### src/rtl/alu_op_sequencer.sv
// ALU operation sequencer: register reads into operand latches,
// execute wait, result write-back over the shared bus.
module alu_op_sequencer #(
  parameter int REG_ADDR_W = 3,
  parameter int EXEC_WAIT  = 1
) (
  input  logic                  ALU_clock,
  input  logic                  ALU_reset,
  input  logic                  start,
  input  logic [3:0]            opcode,
  input  logic [REG_ADDR_W-1:0] src_a,
  input  logic [REG_ADDR_W-1:0] src_b,
  input  logic [REG_ADDR_W-1:0] dst,
  output logic                  busy,
  output logic                  done,
  output logic                  illegal_op,
  output logic                  reg_rd_en,
  output logic [REG_ADDR_W-1:0] reg_rd_addr,
  output logic                  reg_wr_en,
  output logic [REG_ADDR_W-1:0] reg_wr_addr,
  output logic                  latched_bus1_en,
  output logic                  latched_bus2_en,
  output logic [3:0]            alu_control,
  output logic                  bus_out_en
);

  typedef enum logic [2:0] {
    S_IDLE, S_LOAD_A, S_LOAD_B, S_EXEC,
    S_WRITE, S_DONE, S_ERR
  } state_e;

  localparam logic [3:0] OP_NOT  = 4'b0011;
  localparam logic [3:0] WAIT_LD = 4'(EXEC_WAIT - 1);

  state_e                state_q, state_d;
  logic [3:0]            op_q, op_d;
  logic [REG_ADDR_W-1:0] a_q, a_d;
  logic [REG_ADDR_W-1:0] b_q, b_d;
  logic [REG_ADDR_W-1:0] dst_q, dst_d;
  logic [3:0]            cnt_q, cnt_d;
  logic                  legal;

  assign legal = (opcode[3] == 1'b0) && (opcode != 4'b0000);

  always_ff @(posedge ALU_clock) begin
    if (ALU_reset) begin
      state_q <= S_IDLE;
      op_q    <= '0;
      a_q     <= '0;
      b_q     <= '0;
      dst_q   <= '0;
      cnt_q   <= '0;
    end else begin
      state_q <= state_d;
      op_q    <= op_d;
      a_q     <= a_d;
      b_q     <= b_d;
      dst_q   <= dst_d;
      cnt_q   <= cnt_d;
    end
  end

  always_comb begin
    state_d = state_q;
    op_d    = op_q;
    a_d     = a_q;
    b_d     = b_q;
    dst_d   = dst_q;
    cnt_d   = cnt_q;
    unique case (state_q)
      S_IDLE: begin
        if (start) begin
          op_d    = opcode;
          a_d     = src_a;
          b_d     = src_b;
          dst_d   = dst;
          state_d = legal ? S_LOAD_A : S_ERR;
        end
      end
      S_LOAD_A: begin
        if (op_q == OP_NOT) begin
          state_d = S_EXEC;
          cnt_d   = WAIT_LD;
        end else begin
          state_d = S_LOAD_B;
        end
      end
      S_LOAD_B: begin
        state_d = S_EXEC;
        cnt_d   = WAIT_LD;
      end
      S_EXEC: begin
        if (cnt_q == 4'd0) state_d = S_WRITE;
        else               cnt_d   = cnt_q - 4'd1;
      end
      S_WRITE: state_d = S_DONE;
      S_DONE:  state_d = S_IDLE;
      S_ERR:   state_d = S_IDLE;
      default: state_d = S_IDLE;
    endcase
  end

  always_comb begin
    busy            = 1'b0;
    done            = 1'b0;
    illegal_op      = 1'b0;
    reg_rd_en       = 1'b0;
    reg_rd_addr     = '0;
    reg_wr_en       = 1'b0;
    reg_wr_addr     = '0;
    latched_bus1_en = 1'b0;
    latched_bus2_en = 1'b0;
    alu_control     = 4'b0000;
    bus_out_en      = 1'b0;
    unique case (state_q)
      S_IDLE: ;
      S_LOAD_A: begin
        busy            = 1'b1;
        reg_rd_en       = 1'b1;
        reg_rd_addr     = a_q;
        latched_bus1_en = 1'b1;
        alu_control     = op_q;
      end
      S_LOAD_B: begin
        busy            = 1'b1;
        reg_rd_en       = 1'b1;
        reg_rd_addr     = b_q;
        latched_bus2_en = 1'b1;
        alu_control     = op_q;
      end
      S_EXEC: begin
        busy        = 1'b1;
        alu_control = op_q;
      end
      S_WRITE: begin
        busy        = 1'b1;
        bus_out_en  = 1'b1;
        reg_wr_en   = 1'b1;
        reg_wr_addr = dst_q;
        alu_control = op_q;
      end
      S_DONE: begin
        busy = 1'b1;
        done = 1'b1;
      end
      S_ERR: begin
        busy       = 1'b1;
        illegal_op = 1'b1;
      end
      default: ;
    endcase
  end

endmodule

### config.mk
export PLATFORM = sky130hd
export DESIGN_NAME = alu_op_sequencer
export DESIGN_NICKNAME = d
export VERILOG_FILES = /design/src/rtl/alu_op_sequencer.sv
export SDC_FILE = /design/constraint.sdc
export NUM_CORES = 1
export LEC_CHECK = 0
export BUFFER_PORTS_ARGS = -buffer_cell sky130_fd_sc_hd__buf_4
export CAP_MARGIN = 20
export CORE_UTILIZATION = 45
export CTS_CLUSTER_SIZE = 25
export DETAILED_ROUTE_END_ITERATION = 6
export GPL_TIMING_DRIVEN = 0
export PLACE_DENSITY_LB_ADDON = 0.05
export SKIP_LAST_GASP = 1
export SLEW_MARGIN = 20
export SYNTH_ARGS = -nofsm -noshare
export SYNTH_HDL_FRONTEND = slang
export SYNTH_SLANG_ARGS = --single-unit
### constraint.sdc
create_clock -name ALU_clock -period 3.8 [get_ports ALU_clock]
set_input_delay 0.38 -clock ALU_clock [delete_from_list [all_inputs] [get_ports ALU_clock]]
set_output_delay 0.38 -clock ALU_clock [all_outputs]
set_load 0.01 [all_outputs]
==> results.json <==
{
  "status": "complete, no violations",
  "via_per_inst": 5.18,
  "seq_area_frac_synth_pct": 38.1,
  "cts_setup_buffers": 0,
  "cts_hold_buffers": 0,
  "path_class": "reg2out",
  "postSynthAreaPerCell_sq_um": 7.96,
  "placementRows": 17,
  "synth_seq_cells": 20,
  "fin_crit_sh_pct": 56.9,
  "critical_path_arrival_ns": 1.78,
  "grt_pass1_wl_um": 3950,
  "maxSlewHeadroom_pct": 71.0,
  "die_h_um": 50.3,
  "ios": 34,
  "whs_ns": 0.306,
  "fin_util_pct": 62.3,
  "routed_wl_um": 2340,
  "cp-start-kind": "flip-flop",
  "syn_to_final_growth_pct": 31.2,
  "dpl_cell_area_sq_mm": 0.00133,
  "dp.cells": 192,
  "yosys_warnings": 0,
  "p_leak_nw": 0.605,
  "maxCapViolations": 0,
  "die_w_um": 50.3,
  "synth_area_sq_mm": 0.00105,
  "cts_resized": 0,
  "syn_nets": 150,
  "nets": 187,
  "drtIter0Drc": 11,
  "min-delay-path-class": "in2reg",
  "core_sq_mm": 0.00221,
  "worst_pin_slew_ns": 0.435,
  "required_ns": 3.42,
  "gr-usage-all-layers_pct": 20.1,
  "fmax_mhz": 463,
  "cts_root_buf": "clkbuf_4",
  "portBuffers": 32,
  "cp_cell_sequence": "clkbuf_1 -> o21a_1 -> nor2_1 -> and2_1 -> buf_4",
  "htree_levels": 1,
  "finClkSkew_ns": 0.00453,
  "maxSlewViolCount": 0,
  "initial_utilization_pct": 47.5,
  "clock_path_buffers": 2,
  "rsz0062_at_grt": "no",
  "antenna_found_initial": 0,
  "final_common_cell": "buf_4",
  "drc": 0,
  "cts_buffers": 3,
  "vdd.ir_drop.worst_v": 0.000383,
  "fin_setup_tns_ns": 0,
  "cp-end-kind": "output port",
  "final_cell_area_sq_mm": 0.00138,
  "clk_transition_reported_paths_ns": 0.12,
  "clock_latency_ns": 0.31,
  "gp_congestion": 0.848,
  "ant_nets": 0,
  "cts_num_sinks": 20,
  "powerDensity_mw_per_mm2": 699,
  "synth_cell_type_count": 34,
  "gr-total-overflow": 0,
  "critPathMaxFanout": 10,
  "vias": 1015,
  "grt_max_degree": 13,
  "dr.pass1.iters": 4,
  "report.final.hold_viol_count": 0,
  "critPathMaxStageDelay_ns": 0.54,
  "instances_no_fill": 196,
  "syn_inst": 132,
  "wl_per_cell_um": 11.9,
  "layout_common_cells": "buf_4, nand2_1, dfxtp_1",
  "setup_violations": 0,
  "finalCriticalPeriod_ns": 2.16,
  "grt_pass1_vias": 928,
  "critPathSlowestCell": "dfxtp_1",
  "dieArea_sq_mm": 0.00253,
  "drive_gt1_share_pct": 29.2,
  "dp_hpwl_um": 1760,
  "antennaDiodeCount": 0,
  "cts_tree": "built"
}
==> report_power, final <==
group	internal (mW)	switching, mW
combinational	0.216	0.251
clock	0.107	0.0712
sequential	0.267	0.0521
==> layout make-up <==
type                    count  area (sq um)
clock inverters             1          30.0
plain buffers               8          41.3
multi-input cells         100           594
repair buffers             32           240
flip-flops and latches     20           400
clock buffers               3          22.5
well taps                  28          35.0
inverters                   4          15.0
fillers                   213           833
==> through the flow <==
stage	worst slack, ns	total power [mW]
6_report	1.64	0.964
5_1_grt	1.54	1.03
4_1_cts	1.68	0.967
3_5_place_dp	2.03	0.792
3_3_place_gp	2.05	0.780
2_1_floorplan	2.29	0.639
==> cells in the mapped netlist <==
master | instances | area share [%]
mux2i_1 | 3 | 2.9
nor3b_2 | 1 | 1.2
a311o_1 | 1 | 0.95
nand2_1 | 32 | 11
buf_2 | 3 | 1.4
inv_1 | 2 | 0.71
o21a_1 | 1 | 0.71
nor3_1 | 5 | 2.4
nand3b_1 | 1 | 0.71
a21oi_1 | 16 | 7.6
nor3b_4 | 1 | 1.8
o31ai_1 | 1 | 0.71
and3_1 | 4 | 2.4
ha_1 | 2 | 2.4
clkbuf_1 | 3 | 1.1
and4bb_2 | 1 | 1.2
nor2_1 | 7 | 2.5
a22o_1 | 3 | 2.5
o21ai_0 | 2 | 0.95
xnor2_1 | 2 | 1.7
nand2b_1 | 2 | 1.2
a211oi_2 | 1 | 1.2
o32ai_1 | 1 | 0.83
buf_4 | 2 | 1.4
nor4_1 | 1 | 0.60
inv_2 | 2 | 0.71
dfxtp_1 | 20 | 38
o21ai_1 | 1 | 0.48
nor3b_1 | 1 | 0.71
nor3_2 | 1 | 0.95
and2_1 | 6 | 3.6
a32o_2 | 1 | 1.1
a21bo_1 | 1 | 0.95
nand4bb_1 | 1 | 1.1
==> final timing paths <==
path | slack, ns | to | startpoint | cells past startpoint
setup / recovery | 1.64 | alu_control[0] | state_q[2] | 5
hold / removal | 0.31 | dst_q[1] | dst[1] | 3
setup reg to reg | 2.31 | state_q[0] | state_q[2] | 5
hold reg to reg | 0.46 | dst_q[1] | dst_q[1] | 2
==> worst max-delay path, delay by kind of cell (launching register included) <==
kind	cells	cell delay (ns)
flops	1	0.54
buf+inv	2	0.49
simple gates	2	0.25
compound gates	1	0.20
==> flip-flops by register name (all words and copies together) (netlist names) <==
signal   count
state_q      3
op_q         4
dst_q        3
cnt_q        4
b_q          3
a_q          3
==> metal layers <==
metal	wire, um	up-vias	track usage [%]
li1	-	524	-
met1	1040	465	23.0
met2	1180	24	36.4
met3	112	2	6.06
met4	9	0	4.17
met5	0	-	0
==> cell families after synthesis <==
kind of cell | after synthesis | synth area share, %
DFF | 20 | 38.1
buffers and inverters | 12 | 5.36
AOI/OAI and AO/OA | 29 | 18.0
muxes | 3 | 2.86
and+or+nand+nor | 64 | 31.7
xor gates and xnor gates | 2 | 1.67
adders and majority gates | 2 | 2.38
Note: power is estimated with default switching activity, not from simulation.
